`src/rtl/iter_divider.sv`:
```
// iter_divider: sequential radix-2 restoring divider for DIV/DIVU.
// Produces one quotient bit per cycle over unsigned magnitudes, then fixes up
// the signs. Divide by zero returns all-ones quotient and the dividend as remainder.
//
// Handshake: a request is accepted on a rising edge where div_valid && div_ready.
// div_ready is high only when idle. div_complete pulses for exactly one cycle,
// and s/r are valid in that cycle. s/r then hold until the next result.
// div_cancel abandons an operation in flight but is ignored while idle.
module iter_divider #(
  parameter int WIDTH = 32
) (
  input  logic             clk,
  input  logic             resetn,
  input  logic             div_valid,
  input  logic             div_signed,
  input  logic [WIDTH-1:0] div_x,
  input  logic [WIDTH-1:0] div_y,
  input  logic             div_cancel,
  output logic             div_ready,
  output logic             div_busy,
  output logic             div_complete,
  output logic [WIDTH-1:0] s,
  output logic [WIDTH-1:0] r,
  output logic [1:0]       dbg_state
);

  typedef enum logic [1:0] {
    IDLE = 2'd0,
    CALC = 2'd1,
    FIX  = 2'd2,
    DONE = 2'd3
  } state_t;

  state_t           state_q, state_d;
  logic [5:0]       cnt_q, cnt_d;
  logic [WIDTH-1:0] rem_q, rem_d;
  logic [WIDTH-1:0] quo_q, quo_d;
  logic [WIDTH-1:0] ay_q, ay_d;
  logic [WIDTH-1:0] x_q, x_d;
  logic             sign_q_q, sign_q_d;
  logic             sign_r_q, sign_r_d;
  logic             dz_q, dz_d;
  logic [WIDTH-1:0] s_q, s_d;
  logic [WIDTH-1:0] r_q, r_d;

  // The bit shifted out of rem[31] is kept as the top of the trial operand,
  // so divisors of 2^31 and above still divide correctly.
  logic [WIDTH:0]   rem_sh;
  logic [WIDTH+1:0] trial;

  assign rem_sh = {rem_q, quo_q[WIDTH-1]};
  assign trial  = {1'b0, rem_sh} - {2'b00, ay_q};

  // Outputs decode directly from registered state, so they carry no input paths.
  assign div_ready    = (state_q == IDLE);
  assign div_busy     = (state_q != IDLE);
  assign div_complete = (state_q == DONE);
  assign s            = s_q;
  assign r            = r_q;
  assign dbg_state    = state_q;

  // Next-state logic: accept, iterate, sign fix-up, completion, and cancel.
  always_comb begin
    state_d  = state_q;
    cnt_d    = cnt_q;
    rem_d    = rem_q;
    quo_d    = quo_q;
    ay_d     = ay_q;
    x_d      = x_q;
    sign_q_d = sign_q_q;
    sign_r_d = sign_r_q;
    dz_d     = dz_q;
    s_d      = s_q;
    r_d      = r_q;

    case (state_q)
      IDLE: begin
        if (div_valid) begin
          state_d  = CALC;
          cnt_d    = 6'd0;
          rem_d    = '0;
          quo_d    = (div_signed && div_x[WIDTH-1]) ? (~div_x + 1'b1) : div_x;
          ay_d     = (div_signed && div_y[WIDTH-1]) ? (~div_y + 1'b1) : div_y;
          x_d      = div_x;
          sign_q_d = div_signed & (div_x[WIDTH-1] ^ div_y[WIDTH-1]);
          sign_r_d = div_signed & div_x[WIDTH-1];
          dz_d     = (div_y == '0);
        end
      end
      CALC: begin
        if (cnt_q == 6'd32) begin
          state_d = FIX;
        end else begin
          cnt_d = cnt_q + 6'd1;
          if (!trial[WIDTH+1]) begin
            rem_d = trial[WIDTH-1:0];
            quo_d = {quo_q[WIDTH-2:0], 1'b1};
          end else begin
            rem_d = rem_sh[WIDTH-1:0];
            quo_d = {quo_q[WIDTH-2:0], 1'b0};
          end
        end
      end
      FIX: begin
        state_d = DONE;
        if (dz_q) begin
          s_d = '1;
          r_d = x_q;
        end else begin
          s_d = sign_q_q ? (~quo_q + 1'b1) : quo_q;
          r_d = sign_r_q ? (~rem_q + 1'b1) : rem_q;
        end
      end
      DONE: begin
        state_d = IDLE;
      end
      default: begin
        state_d = IDLE;
      end
    endcase

    // A flush drops the operation in flight without touching the result regs.
    if (div_cancel && (state_q != IDLE)) begin
      state_d = IDLE;
      s_d     = s_q;
      r_d     = r_q;
    end
  end

  // State and datapath registers with synchronous active-low reset.
  always_ff @(posedge clk) begin
    if (!resetn) begin
      state_q  <= IDLE;
      cnt_q    <= 6'd0;
      rem_q    <= '0;
      quo_q    <= '0;
      ay_q     <= '0;
      x_q      <= '0;
      sign_q_q <= 1'b0;
      sign_r_q <= 1'b0;
      dz_q     <= 1'b0;
      s_q      <= '0;
      r_q      <= '0;
    end else begin
      state_q  <= state_d;
      cnt_q    <= cnt_d;
      rem_q    <= rem_d;
      quo_q    <= quo_d;
      ay_q     <= ay_d;
      x_q      <= x_d;
      sign_q_q <= sign_q_d;
      sign_r_q <= sign_r_d;
      dz_q     <= dz_d;
      s_q      <= s_d;
      r_q      <= r_d;
    end
  end

endmodule

```
`config.mk`:
```
export PLATFORM = sky130hd
export DESIGN_NAME = iter_divider
export DESIGN_NICKNAME = d
export VERILOG_FILES = /design/src/rtl/iter_divider.sv
export SDC_FILE = /design/constraint.sdc
export NUM_CORES = 1
export LEC_CHECK = 0
export ABC_CLOCK_PERIOD_IN_PS = 3900
export CORE_ASPECT_RATIO = 0.7
export CORE_UTILIZATION = 52
export CTS_CLUSTER_DIAMETER = 60
export DETAILED_ROUTE_END_ITERATION = 8
export PLACE_DENSITY_LB_ADDON = 0.15
export SYNTH_ARGS = -nofsm -noshare
export SYNTH_HDL_FRONTEND = slang
export SYNTH_SLANG_ARGS = --single-unit
```
`constraint.sdc`:
```
create_clock -name clk -period 3.9 [get_ports clk]
set_clock_uncertainty 0.05 [all_clocks]
set_input_delay 0.78 -clock clk [delete_from_list [all_inputs] [get_ports clk]]
set_output_delay 0.78 -clock clk [all_outputs]
set_load 0.02 [all_outputs]
```
# Yosys cells after proc, flatten, opt, wreduce, memory -nomap -nowiden

Cells that the tools add are included.
W data, S select, Z words.

$add $sub $neg: 6
Equal/unequal tests: 7
Mux-type cells: 20
Bitwise gates (word level): 9
Reduce and logical (&&, ||, !) cells: 12

Operator list:

| operator                | number |
|---|---|
| $mux W32                | 11 |
| $add A32 B1 Y32 const B | 4 |
| $not A32 Y32            | 4 |
| $pmux W32 S2            | 2 |
| $sub A33 B32 Y34        | 1 |
| $logic_not A32 Y1       | 1 |
| $mux W6                 | 2 |
| $pmux W6 S2             | 1 |
| $pmux W2 S4             | 1 |
| $add A6 B1 Y6 const B   | 1 |
| $eq A6 B6 Y1 const B    | 1 |
| $ne A2 B2 Y1 const B    | 3 |
| $reduce_and A2 Y1       | 3 |
| $eq A2 B2 Y1 const B    | 2 |
| $mux W2                 | 2 |
| $reduce_bool A2 Y1      | 2 |
| $logic_and A1 B1 Y1     | 3 |
| $reduce_and A3 Y1       | 1 |
| $and A1 B1 Y1           | 2 |
| $eq A2 B1 Y1 const B    | 1 |
| $logic_not A2 Y1        | 1 |
| $not A1 Y1              | 2 |
| $reduce_or A2 Y1        | 1 |
| $mux W1                 | 1 |
| $xor A1 B1 Y1           | 1 |

Register bits: 203
Input port bits: 69
Output and inout bits: 69
Word-level logic and storage cells: 65

# Depth between registers and ports, before layout

Gate-level depths: netlist (run 1).

Word-level depth: 5
Mapped depth: 13
Gate-level depth less buffers: 13

# Worst setup path after synthesis (run 1)

OpenSTA, ideal clock, no wires.

Path type: input -> register
Start point: input div_y[0]
End point: register ay_q[29]
Library setup time: 0.133 ns
Arrival: 3.136 ns
Data required time: 3.717 ns
Slack: 0.582 ns
Cell stages on the path: 9
Buffers on the path: 1
Path through: or4_1 > or4_1 > clkbuf_1 > nor3_2 > nand3b_1 > or4_1 > o31ai_2 > xor2_1 > a21oi_1

Word-level cells in the longest chain between the ends: 3

Ends and longest elaborated chain:

| item                 | line | source |
|---|---|---|
| start, declared      | 17   | `input logic [WIDTH-1:0] div_y,` |
| $not A32 Y32         | 83   | `ay_d = (div_signed && div_y[WIDTH-1]) ? (~div_y + 1'b1) : div_y;` |
| $add A32 B1 Y32      | 83   |  |
| $mux W32             | 83   |  |
| end signal, assigned | 149  | `ay_q <= ay_d;` |
| end, declared        | 38   | `logic [WIDTH-1:0] ay_q, ay_d;` |

No other way between the ends.
A chain may end at the register's enable or synchronous reset.

# Worst setup path in the final report (run 1)

Start point: input div_y[10]
End point: register ay_q[29]

The elaborated chain is that of the path after synthesis.

==> results of run 1 <==
==> power by group through the flow <==
stage          Clock [uW]  Combinational (uW)  Sequential [uW]
3_3_place_gp            0                3270             2860
4_1_cts              2270                3330             2830
2_1_floorplan           0                2160             2890
6_report             2240                3380             2840
5_1_grt              2360                3700             2890
3_5_place_dp            0                3310             2870
==> cells by family after synthesis <==
logic type               after synthesis  share of synthesized area
AND/OR/NAND/NOR                      569                      0.211
buffers and inverters                149                     0.0464
XOR/XNOR                             148                      0.107
adder cells (fa/ha/maj)               43                     0.0452
flip-flops                           203                      0.337
multiplexers                          14                     0.0116
AO/OA/AOI/OAI                        477                      0.242
==> cell type report <==
cell class / instances / area, um2
Sequential cell: 203 / 4070
Multi-Input combinational cell: 1251 / 7460
Tap cell: 312 / 390
Clock buffer: 28 / 614
Clock inverter: 9 / 151
Fill cell: 2073 / 8220
Inverter: 52 / 196
Timing Repair Buffer: 171 / 1630
==> metrics by stage <==
step           setup WS, ps  cells  area, um2
3_3_place_gp           64.6   1989      13700
4_1_cts                 519   2026      14500
3_5_place_dp          0.359   1989      13700
5_1_grt                 269   2026      14500
2_1_floorplan           582   1603      12100
6_report                466   2026      14500
==> sequential cells by signal, summed over array words and instances (netlist names) <==
signal / cells
dbg_state: 2
quo_q: 32
s: 32
cnt_q: 6
sign_q_q: 1
ay_q: 32
x_q: 32
dz_q: 1
rem_q: 32
r: 32
sign_r_q: 1
==> layer usage <==
layer / global-route usage / vias to the layer above / wire [um]
li1: - / 5821 / -
met1: 0.476 / 5662 / 18100
met2: 0.428 / 448 / 14500
met3: 0.0556 / 30 / 3230
met4: 0.0451 / 0 / 388
met5: 0 / - / 0
==> critical path: stages <==
cell,delay (ps)
clkdlybuf4s50_1,440
or4_1,580
or3_1,440
nor3_2,240
nand3b_1,130
or4_1,620
o31ai_2,270
xor2_1,160
a21oi_1,80
==> layout by cell type, fill, tap and decap left out, types with 8 or more instances in the layout <==
master,synthesis,final
o22ai_1,21,21
a211oi_1,16,16
o21ai_0,166,165
dfxtp_1,203,202
o31ai_1,33,33
a32oi_1,9,9
a21oi_1,135,135
or4_1,13,13
xnor2_1,66,66
nor3_1,27,27
inv_1,51,51
ha_1,42,42
nand3_1,32,32
nand4_1,8,8
clkbuf_16,0,23
xor2_1,82,82
o211a_1,13,13
nand2_1,285,285
nand2b_1,14,14
buf_4,0,33
nor2_1,120,120
o211ai_1,14,14
a31oi_1,9,9
o41ai_1,14,14
a21o_1,10,10
or3_1,19,19
mux2i_1,14,14
clkdlybuf4s50_1,0,136
a21boi_0,8,8
==> worst max-delay path by stage <==
| stage | start | endpoint | slack [ps] | depth (start not counted) |
|---|---|---|---|---|
| 5_1_grt | div_y[0] | ay_q[26] | 270 | 12 |
| 6_report | div_y[10] | ay_q[29] | 470 | 9 |
| 3_3_place_gp | div_y[10] | ay_q[29] | 60 | 9 |
| 4_1_cts | div_y[10] | ay_q[25] | 520 | 9 |
| 3_5_place_dp | div_y[0] | ay_q[25] | 0.4 | 9 |
| 2_1_floorplan | div_y[0] | ay_q[29] | 580 | 9 |
==> results.sh, run 1 <==
export IMPL_status="finished, final reports clean"
export IMPL_drive_above_1_share=0.0537
export IMPL_p_leak_uw=0.00554
export IMPL_p_per_area_nw_per_um2=584
export IMPL_post_cts_resized=0
export IMPL_hp_class="reg2reg"
export IMPL_ir_worst_vdd_mv=0.616
export IMPL_worstMarginPinSlew_ps=1070
export IMPL_drv_cap=0
export IMPL_antenna_cells=0
export IMPL_ys_ff_latch=203
export IMPL_switching_share=0.398
export IMPL_rr_worst_depth=10
export IMPL_area_delta_synth_final_pct=20.2
export IMPL_grt_max_degree=56
export IMPL_hpwlAfterDp_um=26900
export IMPL_hold_depth=2
export IMPL_tns_ps=0
export IMPL_layout_nets=1813
export IMPL_synth_seq_area_share=0.337
export IMPL_p_int_uw=5100
export IMPL_route_detailed_drc=0
export IMPL_root_buffer="clkbuf_16"
export IMPL_relSlewSlack=0.287
export IMPL_grt_total_usage=0.303
export IMPL_antenna_found_initial=0
export IMPL_cp_arrival_ps=3750
export IMPL_finalPower_uw=8470
export IMPL_synth_main_ff_cell="dfxtp_1"
export IMPL_p_comb_frac=0.400
export IMPL_critical_path_class="in2reg"
export IMPL_finalHoldViolations=0
export IMPL_yosysTopAreaCellShare=0.337
export IMPL_p_switching_uw=3370
export IMPL_clk_pin_slew_ps=60
export IMPL_crit_path_max_fanout=4
export IMPL_h_tree_depth=1
export IMPL_numCtsBuffers=22
export IMPL_synth_nets=1715
export IMPL_ctsLongestPathBuffers=3
export IMPL_min_to="r[4]"
export IMPL_gp_congestion=0.907
export IMPL_setup_violations=0
export IMPL_via_per_inst=5.90
export IMPL_cp_end_kind="register"
export IMPL_ios=138
export IMPL_grt_pass1_vias=10600
export IMPL_dieArea_um2=23800
export IMPL_holdBufCountCts=0
export IMPL_ys_warn_count=0
export IMPL_synthArstFlopShare=0
export IMPL_start_kind="input pin"
export IMPL_synth_edf_count=0
export IMPL_syn_area_per_cell_um2=7.53
export IMPL_cts_tree="yes"
export IMPL_min_from="r[4]"
export IMPL_cts_sinks=203
export IMPL_syn_area_um2=12100
export IMPL_synthCells=1603
export IMPL_rows=46
export IMPL_hold_slack_ps=403
export IMPL_wl_um=36300
export IMPL_ant_nets=0
export IMPL_yosysTopAreaCell="dfxtp_1"
export IMPL_drt_iter0_markers=1173
export IMPL_synth_most_common_cell="nand2_1"
export IMPL_fp_dieW_um=184
export IMPL_fp_coreArea_um2=22700
export IMPL_clockPowerShare=0.265
export IMPL_grt_overflow_total=0
export IMPL_grt_setup_unrepaired="no"
export IMPL_worstReg2RegEnd="rem_q[24]"
export IMPL_r2r_start="ay_q[4]"
export IMPL_synth_common_cells="nand2_1 (285), dfxtp_1 (203), o21ai_0 (166)"
export IMPL_synthTopCellsByArea="dfxtp_1 (34%), nand2_1 (8.9%), o21ai_0 (6.9%)"
export IMPL_io_buffers=137
export IMPL_die_h_um=130
export IMPL_finalCritPeriodShare=0.881
export IMPL_required_ps=4220
export IMPL_reg2reg_setup_slack_ps=480
export IMPL_seqPwrFrac=0.335
export IMPL_drt_wirelength_per_cell_um=17.9
export IMPL_grt_pass1_wl_um=57500
export IMPL_final_util=0.638
export IMPL_cts_setup_buffers=0
export IMPL_initial_utilization=0.531
export IMPL_ys_types=64
export IMPL_first_pass_iters=5
export IMPL_max_freq_ghz=0.291
export IMPL_vias=12000
export IMPL_insertion_delay_ps=510
export IMPL_layout_min_cycle_time_ps=3430
export IMPL_finalMaxSlewViolations=0
Power figures use the tool's default switching activity.
==> run 2, diff against run 1 <==
- CORE_MARGIN: not set -> 2
==> run 2 against run 1 <==
  * Maximum frequency is 0.27% lower
  * Via count is 0.28% higher
  * Final cell count is 0.54% higher
  * Sequential power hardly changed
  * Combinational power is 1% higher
  * Largest power group unchanged
  * Highest routed layer unchanged
==> results.sh, run 2 (synthesized netlist as in run 1, its figures left out) <==
export IMPL_status="finished, final reports clean"
export IMPL_route_detailed_drc=0
export IMPL_clk_pin_slew_ps=60
export IMPL_area_delta_synth_final_pct=20.3
export IMPL_root_buffer="clkbuf_16"
export IMPL_grt_pass1_vias=10700
export IMPL_post_cts_resized=0
export IMPL_ctsLongestPathBuffers=3
export IMPL_first_pass_iters=5
export IMPL_crit_path_max_fanout=7
export IMPL_rows=46
export IMPL_p_leak_uw=0.00555
export IMPL_ios=138
export IMPL_holdBufCountCts=0
export IMPL_vias=12000
export IMPL_grt_setup_unrepaired="no"
export IMPL_cp_top_family="simple AND/OR/NAND/NOR gates"
export IMPL_slowest_stage="or4_1"
export IMPL_drt_wirelength_per_cell_um=17.8
export IMPL_drv_cap=0
export IMPL_finalCritPeriodShare=0.883
export IMPL_dieArea_um2=24500
export IMPL_grt_pass1_wl_um=57400
export IMPL_cts_tree="yes"
export IMPL_ant_nets=0
export IMPL_critical_path_class="in2reg"
export IMPL_rr_worst_depth=9
export IMPL_via_per_inst=5.89
export IMPL_p_per_area_nw_per_um2=578
export IMPL_finalPower_uw=8400
export IMPL_layout_min_cycle_time_ps=3440
export IMPL_hold_depth=2
export IMPL_n_fill_cell=2034
export IMPL_h_tree_depth=1
export IMPL_insertion_delay_ps=510
export IMPL_cpMostUsedCell="nand2_1"
export IMPL_cts_setup_buffers=0
export IMPL_layout_nets=1819
export IMPL_hpwlAfterDp_um=27000
export IMPL_numCtsBuffers=22
export IMPL_antenna_found_initial=2
export IMPL_io_buffers=137
export IMPL_required_ps=4280
export IMPL_start_kind="input pin"
export IMPL_place_ws_ps=-12.6
export IMPL_r2r_start="quo_q[9]"
export IMPL_cp_end_kind="register"
export IMPL_grt_total_usage=0.291
export IMPL_grt_max_degree=97
export IMPL_worstMarginPinSlew_ps=1030
export IMPL_cp_arrival_ps=3830
export IMPL_cp_cell_sequence="clkdlybuf4s50_1 -> or4_1 -> nor4_1 -> nor2b_1 -> and2_1 -> nand2_1 -> o41ai_1 -> xnor2_1 -> nand2_1 -> a31oi_1"
export IMPL_drive_above_1_share=0.0563
export IMPL_min_from="ay_q[31]"
export IMPL_fin_ws_ps=457
export IMPL_crit_path_max_incr_delay_ps=580
export IMPL_finalHoldViolations=0
export IMPL_top_usage_layer="met1"
export IMPL_initial_utilization=0.531
export IMPL_fp_dieW_um=186
export IMPL_layout_common_cells="nand2_1 (285), dfxtp_1 (202), o21ai_0 (165)"
export IMPL_max_freq_ghz=0.290
export IMPL_wl_um=36300
export IMPL_critPathLaunch="div_x[4]"
export IMPL_drt_iter0_markers=1130
export IMPL_relSlewSlack=0.309
export IMPL_cp_depth=10
export IMPL_finalMaxSlewViolations=0
export IMPL_grt_overflow_total=0
export IMPL_multiInputGateArea_um2=7460
export IMPL_met1_usage=0.467
export IMPL_cts_sinks=203
export IMPL_fp_coreArea_um2=22700
export IMPL_hp_class="reg2reg"
export IMPL_grtUsageMet2=0.394
export IMPL_met3_usage=0.0607
export IMPL_ir_worst_vdd_mv=0.519
export IMPL_seq_area_um2=4070
export IMPL_mostFrequentLayoutCell="nand2_1"
export IMPL_setup_violations=0
export IMPL_cp_buffers_inverters=1
export IMPL_die_h_um=132
export IMPL_gp_congestion=0.925
## run 2: final cells by class
class                           instances  share of cell area
Sequential cell                       203               0.280
Antenna cell                            2            0.000344
Tap cell                              312              0.0269
Inverter                               52              0.0135
Clock buffer                           34              0.0452
Timing Repair Buffer                  177               0.116
Multi-Input combinational cell       1251               0.513
Clock inverter                          6             0.00551
## run 2: final timing paths
check / to / slack (ps)
max: quo_q[28] / 460
min: ay_q[31] / 400
max reg2reg: s[27] / 480
min reg2reg: ay_q[31] / 400
## run 2: where the power goes
part | total (uW) | internal (uW) | switching, uW
logic | 3420 | 1270 | 2150
registers | 2830 | 2470 | 362
clock network | 2150 | 1290 | 861
total | 8400 | 5030 | 3370
## run 2: metal layers
metal | part of all wire | wire (um) | vias up
li1 | - | - | 5837
met1 | 0.49 | 17800 | 5645
met2 | 0.40 | 14500 | 473
met3 | 0.097 | 3520 | 40
met4 | 0.014 | 504 | 0
met5 | 0 | 0 | -
## run 2: tightest hold or removal path, cell delays in order, from the launching register on
cell	delay, ps
dfxtp_1	310
nand2_1	50
a21oi_1	50
## run 2: through the flow
| step | std cells | utilization | hold slack (ps) | TNS (ps) | cell area [um2] |
|---|---|---|---|---|---|
| 6_report | 2037 | 0.639 | 402 | 0 | 14500 |
| 5_1_grt | 2035 | 0.639 | 420 | 0 | 14500 |
| 4_1_cts | 2035 | 0.639 | 405 | 0 | 14500 |
| 3_5_place_dp | 1995 | 0.607 | 397 | -20.2 | 13800 |
| 3_3_place_gp | 1995 | 0.607 | 391 | 0 | 13800 |
| 2_1_floorplan | 1603 | - | 381 | 0 | 12100 |
==> run 3, diff against run 2 <==
- MAX_ROUTING_LAYER: not set -> met4
==> run 3 against run 2 <==
  * Largest cell class unchanged
  * Final cell count decreased by 0.15%
  * Via count shrank 0.77%
  * Combinational power is essentially flat
  * Largest power group unchanged
  * Wire length grew 0.23%
  * Sequential share of layout area grew 0.058 points
  * Global-route usage grew 0.77 points
  * Core utilization shrank 0.13 points
  * Cell area is 0.21% lower
  * Critical endpoint is now s[27]
  * Die area unchanged
  * Non-clock buffer count stayed put
==> results.sh, run 3 (synthesized netlist as in run 1, its figures left out) <==
export IMPL_met1_usage=0.474
export IMPL_io_buffers=137
export IMPL_via_per_inst=5.85
export IMPL_layout_common_cells="nand2_1 (285), dfxtp_1 (202), o21ai_0 (165)"
export IMPL_route_detailed_drc=0
export IMPL_tns_ps=0
export IMPL_finalHoldViolations=0
export IMPL_clk_pin_slew_ps=70
export IMPL_finalCritPeriodShare=0.892
export IMPL_first_pass_iters=5
export IMPL_layout_min_cycle_time_ps=3480
export IMPL_drv_cap=0
export IMPL_status="finished, final reports clean"
export IMPL_p_leak_uw=0.00553
export IMPL_ctsLongestPathBuffers=3
export IMPL_worstMarginPinSlew_ps=1100
export IMPL_setup_violations=0
export IMPL_ios=138
export IMPL_cp_arrival_ps=3890
export IMPL_rows=46
export IMPL_start_kind="register"
export IMPL_hpwlAfterDp_um=27000
export IMPL_finalMaxSlewViolations=0
export IMPL_ir_worst_vdd_mv=0.681
export IMPL_hp_class="reg2reg"
export IMPL_drt_iter0_markers=1278
export IMPL_cts_sinks=203
export IMPL_wl_um=36300
export IMPL_gp_congestion=0.952
export IMPL_area_delta_synth_final_pct=20.1
export IMPL_holdBufCountCts=0
export IMPL_required_ps=4310
export IMPL_vias=11900
export IMPL_initial_utilization=0.531
export IMPL_drive_above_1_share=0.0557
export IMPL_cts_setup_buffers=0
export IMPL_hold_slack_ps=403
export IMPL_post_cts_resized=0
export IMPL_root_buffer="clkbuf_16"
export IMPL_grt_pass1_wl_um=56900
export IMPL_numCtsBuffers=22
export IMPL_grt_overflow_total=0
export IMPL_h_tree_depth=1
export IMPL_grtUsageMet2=0.389
export IMPL_critical_path_class="reg2reg"
export IMPL_fp_coreArea_um2=22700
export IMPL_cts_tree="yes"
export IMPL_dpl_cell_area_um2=13800
export IMPL_relSlewSlack=0.267
export IMPL_die_h_um=132
export IMPL_grt_setup_unrepaired="no"
export IMPL_drt_wirelength_per_cell_um=17.9
export IMPL_max_freq_ghz=0.287
export IMPL_grt_pass1_vias=10600
export IMPL_cp_end_kind="register"
export IMPL_grt_max_degree=97
export IMPL_layout_nets=1819
export IMPL_antenna_cells=0
export IMPL_stdcell_area_um2=14500
export IMPL_antenna_found_initial=0
export IMPL_dieArea_um2=24500
export IMPL_met3_usage=0.0538
export IMPL_mostFrequentLayoutCell="nand2_1"
export IMPL_fp_dieW_um=186
export IMPL_grt_total_usage=0.299
export IMPL_crit_path_max_fanout=7
export IMPL_insertion_delay_ps=520
export IMPL_p_per_area_nw_per_um2=577
export IMPL_ant_nets=0
export IMPL_top_usage_layer="met1"
-- run 3: cell types whose count changed in the layout (fill, tap and decap cells not counted) --
cell        delta
clkinv_2       -2
bufinv_16      -1
diode_2        -2
clkinvlp_4     +2
-- run 3: final timing paths --
kind            start        to  slack, ps  cells after the start
min reg2reg  ay_q[31]  ay_q[31]        400                      2
max reg2reg  quo_q[9]     s[27]        420                      9
max          quo_q[9]     s[27]        420                      9
min          ay_q[31]  ay_q[31]        400                      2
-- run 3: cell type report --
| type | instances | area (um2) |
|---|---|---|
| fillers | 2070 | 8230 |
| multi-input cells | 1251 | 7460 |
| flip-flops and latches | 203 | 4070 |
| repair buffers | 177 | 1680 |
| clock buffers | 34 | 657 |
| well taps | 312 | 390 |
| inverters | 52 | 196 |
| clock inverters | 5 | 55.1 |
-- run 3: metal layers --
layer	wire [um]	share of wire
met5	0	0
met4	512	0.014
met3	3350	0.092
met2	14200	0.39
met1	18300	0.50
-- run 3: critical path, cell delays in order, from the launching register on --
cell and delay [ps]:
dfxtp_1 390, or4_1 700, or3_1 440, or4b_1 550, or2_1 300, o21ai_2 290, nand2_1 110, xor2_1 350
nor3_1 110, nor2_1 130
-- run 3: through the flow --
stage          setup slack, ps  utilization  std cells  power [uW]
2_1_floorplan              582            -       1603        5040
3_3_place_gp              68.3        0.607       1995        6140
3_5_place_dp             -15.3        0.607       1995        6200
4_1_cts                    496        0.638       2034        8300
5_1_grt                    250        0.638       2034        8820
6_report                   421        0.638       2034        8360
-- run 3: report_power, final --
part	switching, uW	internal, uW	total, uW
logic	2150	1270	3420
clock network	881	1220	2100
registers	366	2470	2830
total	3400	4960	8360
